### src/rtl/pid_pkg.sv
// Shared types and constants for the PID datapath blocks.
package pid_pkg;

  localparam int unsigned DATA_W = 16;
  localparam int unsigned CNT_W  = $clog2(DATA_W);

  localparam logic [DATA_W-1:0] SAT_MAX = 16'h7FFF;
  localparam logic [DATA_W-1:0] SAT_MIN = 16'h8000;

  typedef enum logic [0:0] {
    IDLE = 1'b0,
    RUN  = 1'b1
  } state_t;

endpackage

### src/rtl/serial_subtractor_16bit_full_subtractor.sv
// Single-bit subtract cell: in_1 - in_2 - br_in, bit-slice counterpart of the adder cell.
module full_subtractor (
  input  logic in_1,
  input  logic in_2,
  input  logic br_in,
  output logic diff,
  output logic br_out
);

  assign diff   = in_1 ^ in_2 ^ br_in;
  assign br_out = (~in_1 & in_2) | (~(in_1 ^ in_2) & br_in);

endmodule

### src/rtl/serial_subtractor_16bit.sv
// Bit-serial two's-complement subtractor, LSB first, with borrow/overflow flags
// and optional signed saturation of the result.
module serial_subtractor_16bit
  import pid_pkg::*;
#(
  parameter int unsigned WIDTH    = DATA_W,
  parameter bit          SATURATE = 1'b0
) (
  input  logic             clk,
  input  logic             rst,
  input  logic             start,
  input  logic [WIDTH-1:0] minuend,
  input  logic [WIDTH-1:0] subtrahend,
  input  logic             bin,
  output logic             busy,
  output logic             done,
  output logic [WIDTH-1:0] diff,
  output logic             bout,
  output logic             ovf
);

  localparam int unsigned     SER_CNT_W = $clog2(WIDTH);
  localparam logic [SER_CNT_W-1:0] LAST_RUN = SER_CNT_W'(WIDTH - 2);
  localparam logic [WIDTH-1:0] SAT_HI   = {1'b0, {(WIDTH-1){1'b1}}};
  localparam logic [WIDTH-1:0] SAT_LO   = {1'b1, {(WIDTH-1){1'b0}}};

  state_t                 state_q, state_d;
  logic [WIDTH-1:0]       a_q, a_d;
  logic [WIDTH-1:0]       b_q, b_d;
  logic [WIDTH-1:0]       res_q, res_d;
  logic                   br_q, br_d;
  logic [SER_CNT_W-1:0]   cnt_q, cnt_d;
  logic                   busy_d, done_d, bout_d, ovf_d;
  logic [WIDTH-1:0]       diff_d;

  logic                   fs_a, fs_b, fs_br, fs_d, fs_bo;
  logic [WIDTH-1:0]       raw;
  logic                   ovf_w;

  // The capture edge already processes bit 0 straight from the operand inputs,
  // so the remaining WIDTH-1 bits fit in the busy window.
  assign fs_a  = (state_q == IDLE) ? minuend[0]    : a_q[0];
  assign fs_b  = (state_q == IDLE) ? subtrahend[0] : b_q[0];
  assign fs_br = (state_q == IDLE) ? bin           : br_q;

  full_subtractor u_fs (
    .in_1  (fs_a),
    .in_2  (fs_b),
    .br_in (fs_br),
    .diff  (fs_d),
    .br_out(fs_bo)
  );

  // On the last bit fs_a/fs_b are the operand sign bits and fs_d the raw sign.
  assign raw   = {fs_d, res_q[WIDTH-1:1]};
  assign ovf_w = (fs_a != fs_b) && (fs_d != fs_a);

  // State and datapath registers
  always_ff @(posedge clk) begin
    if (rst) begin
      state_q <= IDLE;
      a_q     <= '0;
      b_q     <= '0;
      res_q   <= '0;
      br_q    <= 1'b0;
      cnt_q   <= '0;
      busy    <= 1'b0;
      done    <= 1'b0;
      diff    <= '0;
      bout    <= 1'b0;
      ovf     <= 1'b0;
    end else begin
      state_q <= state_d;
      a_q     <= a_d;
      b_q     <= b_d;
      res_q   <= res_d;
      br_q    <= br_d;
      cnt_q   <= cnt_d;
      busy    <= busy_d;
      done    <= done_d;
      diff    <= diff_d;
      bout    <= bout_d;
      ovf     <= ovf_d;
    end
  end

  // Next-state and next-output logic
  always_comb begin
    state_d = state_q;
    a_d     = a_q;
    b_d     = b_q;
    res_d   = res_q;
    br_d    = br_q;
    cnt_d   = cnt_q;
    busy_d  = busy;
    done_d  = 1'b0;
    diff_d  = diff;
    bout_d  = bout;
    ovf_d   = ovf;

    case (state_q)
      IDLE: begin
        if (start) begin
          state_d = RUN;
          a_d     = minuend >> 1;
          b_d     = subtrahend >> 1;
          res_d   = {fs_d, {(WIDTH-1){1'b0}}};
          br_d    = fs_bo;
          cnt_d   = '0;
          busy_d  = 1'b1;
        end
      end
      RUN: begin
        a_d   = a_q >> 1;
        b_d   = b_q >> 1;
        res_d = raw;
        br_d  = fs_bo;
        cnt_d = cnt_q + SER_CNT_W'(1);
        if (cnt_q == LAST_RUN) begin
          state_d = IDLE;
          busy_d  = 1'b0;
          done_d  = 1'b1;
          cnt_d   = '0;
          br_d    = 1'b0;
          bout_d  = fs_bo;
          ovf_d   = ovf_w;
          diff_d  = (SATURATE && ovf_w) ? (fs_a ? SAT_LO : SAT_HI) : raw;
        end
      end
      default: state_d = IDLE;
    endcase
  end

endmodule
### config.mk
export PLATFORM = sky130hd
export DESIGN_NAME = serial_subtractor_16bit
export DESIGN_NICKNAME = d
export VERILOG_FILES = /design/src/rtl/pid_pkg.sv /design/src/rtl/serial_subtractor_16bit_full_subtractor.sv /design/src/rtl/serial_subtractor_16bit.sv
export SDC_FILE = /design/constraint.sdc
export NUM_CORES = 1
export LEC_CHECK = 0
export CORE_MARGIN = 10
export CORE_UTILIZATION = 46
export CTS_CLUSTER_SIZE = 30
export DETAILED_ROUTE_END_ITERATION = 10
export GPL_TIMING_DRIVEN = 0
export HOLD_SLACK_MARGIN = 0.03
export PLACE_DENSITY = 0.75
export SETUP_SLACK_MARGIN = 0.1
export SYNTH_ARGS = -nofsm -noshare
export SYNTH_HDL_FRONTEND = slang
export SYNTH_SLANG_ARGS = --single-unit
### constraint.sdc
create_clock -name clk -period 2 [get_ports clk]
set_input_delay 0.4 -clock clk [delete_from_list [all_inputs] [get_ports clk]]
set_output_delay 0.4 -clock clk [all_outputs]
set_load 0.05 [all_outputs]
==> reports/qor.csv <==
metric,value,unit
RD Place Congestion,0.739,
first-pass GRT wire length,10200,um
CTS root buf,clkbuf_8,
area grow syn2layout,32.7,%
input/output buffers,53,
Detailed Routing Iterations Pass 1,4,
pwr/cell area,841,nW/um^2
Max Slew Vio Count,0,
"Min Clock Period, post-route",1.90,ns
Tcrit/Tclk final,0.948,
crit path buf inv count,4,
Sink Count,71,
Antenna Violating Nets Remaining,0,
Worst setup SP type,register,
via/cell ratio,5.19,
status,"complete, no violations",
number of global-route vias before repair,2194,
Hold Startpoint,rst,
flop and latch count out of synthesis,71,
H-tree depth,3,
# fillers,487,
Wirelength per Cell,15.5,um
Worst-path clk slew,0.08,ns
total wire length,6290,um
worst slew pin tran,0.512,ns
RR Startpoint,state_q$_SDFF_PP0_,
CP startpoint,state_q$_SDFF_PP0_,
initial antenna violation count,0,
most frequent cells in the layout,"70 x dfxtp_1, 33 x clkdlybuf4s50_1, 31 x a22o_1, 30 x mux2i_1, 30 x nor2_1",
initial core utilization,0.481,
CTS Buffer Depth,2,
Ys Warns,0,
largest stage delay on the critical path,0.60,ns
CP max-delay cell,fa_1,
max_slew headroom,0.658,
mapped cell area,2880,sq um
critical path class,reg -> reg,
cell family with most CP delay,adder cells,
Avg Inst Size Synth,11.3,sq um
Register Area,1420,sq um
Crit Path Max Fanout,7,
Worst setup EP type,register,
Ports,56,
final setup fails,0,
Mapped Cells,254,
fraction of final layout cells sized beyond drive strength 1,0.197,
Pleak,0.00168,uW
Die Y,99.1,um
die width,99.1,um
VDD IR max,519,uV
endpoints failing hold,0,
worst path cell trace,buf_6 -> buf_12 -> buf_8 -> mux2i_4 -> fa_1 -> buf_4 -> o21ai_1 -> a21oi_1,
unrepaired setup endpoints after global routing,false,
area of the multi-input gates,1330,sq um
GRT overflow,0,
worst path required time,2.27,ns
max frequency,528,MHz
HP Class,in -> reg,
num rows,28,
number of library cell types mapped by synthesis,32,
"commonest non-fill, non-tap cell in the layout",dfxtp_1,
CORE AREA,5990,sq um
DR iter-0 viols,71,
Design Power,3220,uW
Residual DRC,0,
n_diodes,0,
via count,2103,
NumNets Final,365,
Final Skew,0.00753,ns
hold_ws,0.330,ns
DP HPWL,4440,um
MaxCap Viol Count,0,
CTS Buf Count,9,
die footprint,9820,sq um
final core occ,0.638,
pin count of the biggest net entering global routing,14,
sequential area share after synthesis,0.494,
gr usage total,0.125,
CP arrival,2.17,ns
CTS tree,done,
"Net Count, Synth",294,
setup TNS,0,ns
clk_lat worst skew,0.34,ns
[stage by stage]
step                      instance area [sq um]  std cells  setup slack, ns
after floorplan                            2890        254            0.111
after global placement                     3520        382           -0.166
after detailed placement                   3520        382           -0.174
after CTS                                  3760        400           0.0934
after global routing                       3820        405           0.0644
final                                      3820        405            0.105
[cells by family (layout without fill, tap and decap cells)]
family / count (synthesis) / in the layout / share of synthesized area
flip-flops: 71 / 71 / 0.494
AO/OA/AOI/OAI: 43 / 43 / 0.121
adder cells (fa/ha/maj): 4 / 4 / 0.0200
buffers and inverters: 26 / 102 / 0.0539
XOR/XNOR: 2 / 2 / 0.00609
AND/OR/NAND/NOR: 47 / 47 / 0.0800
multiplexers: 61 / 61 / 0.226
[routing by layer]
layer	global-route usage	up-vias	part of all wire
met5	0	-	0
met4	0.0386	0	0.0035
li1	-	1038	-
met3	0.0574	4	0.069
met1	0.139	1002	0.44
met2	0.208	59	0.49
[Yosys cell counts (all sizes together)]
cell type,number,area (sq um)
dfxtp,71,1420
mux2i,33,334
a22o,31,272
nor2,30,113
mux2,28,315
buf,16,118
inv,6,22.5
nand2,5,18.8
a21oi,4,20.0
clkbuf,4,15.0
nand3,4,25.0
nor2b,4,40.0
ha,3,37.5
nor3,3,26.3
o21ai,3,15.0
a211o,1,8.76
a31oi,1,6.26
a32o,1,10.0
a41oi,1,8.76
fa,1,20.0
nand3b,1,7.51
o21a,1,7.51
xnor2,1,8.76
xor2,1,8.76
[report_power, final]
part | leakage, uW | switching (uW) | internal [uW]
Clock | 0.000121 | 549 | 781
Sequential | 0.000578 | 33.4 | 1460
Combinational | 0.000978 | 169 | 218
[timing repair]
action,4_1_cts,5_1_grt
resized for setup,22,6
setup buffers,2,5
pin swaps,1,4
hold buffers,0,0
endpoints found under the setup margin,20,4
[state kept, by name (all words and copies together) (netlist names)]
name / count
a_q: 15
b_q: 15
bout: 1
br_q: 1
busy: 1
cnt_q: 4
diff: 16
done: 1
ovf: 1
res_q: 15
state_q: 1
[final cells by class]
cell class,count,share of cell area
plain buffers,20,0.0406
clock buffers,11,0.0396
clock inverters,5,0.0226
inverters,6,0.00589
multi-input cells,157,0.347
flip-flops and latches,71,0.372
well taps,75,0.0246
repair buffers,60,0.147
[worst paths after layout]
path	endpoint	slack, ns	depth (start not counted)
worst min-delay path	cnt_q[0]$_SDFFE_PP0P_	0.33	2
worst min register to register	diff[12]$_SDFFE_PP0P_	0.48	1
worst max-delay path	res_q[15]$_SDFFE_PP0P_	0.10	8
worst max register to register	res_q[15]$_SDFFE_PP0P_	0.10	8
(Power assumes the default switching activity.)
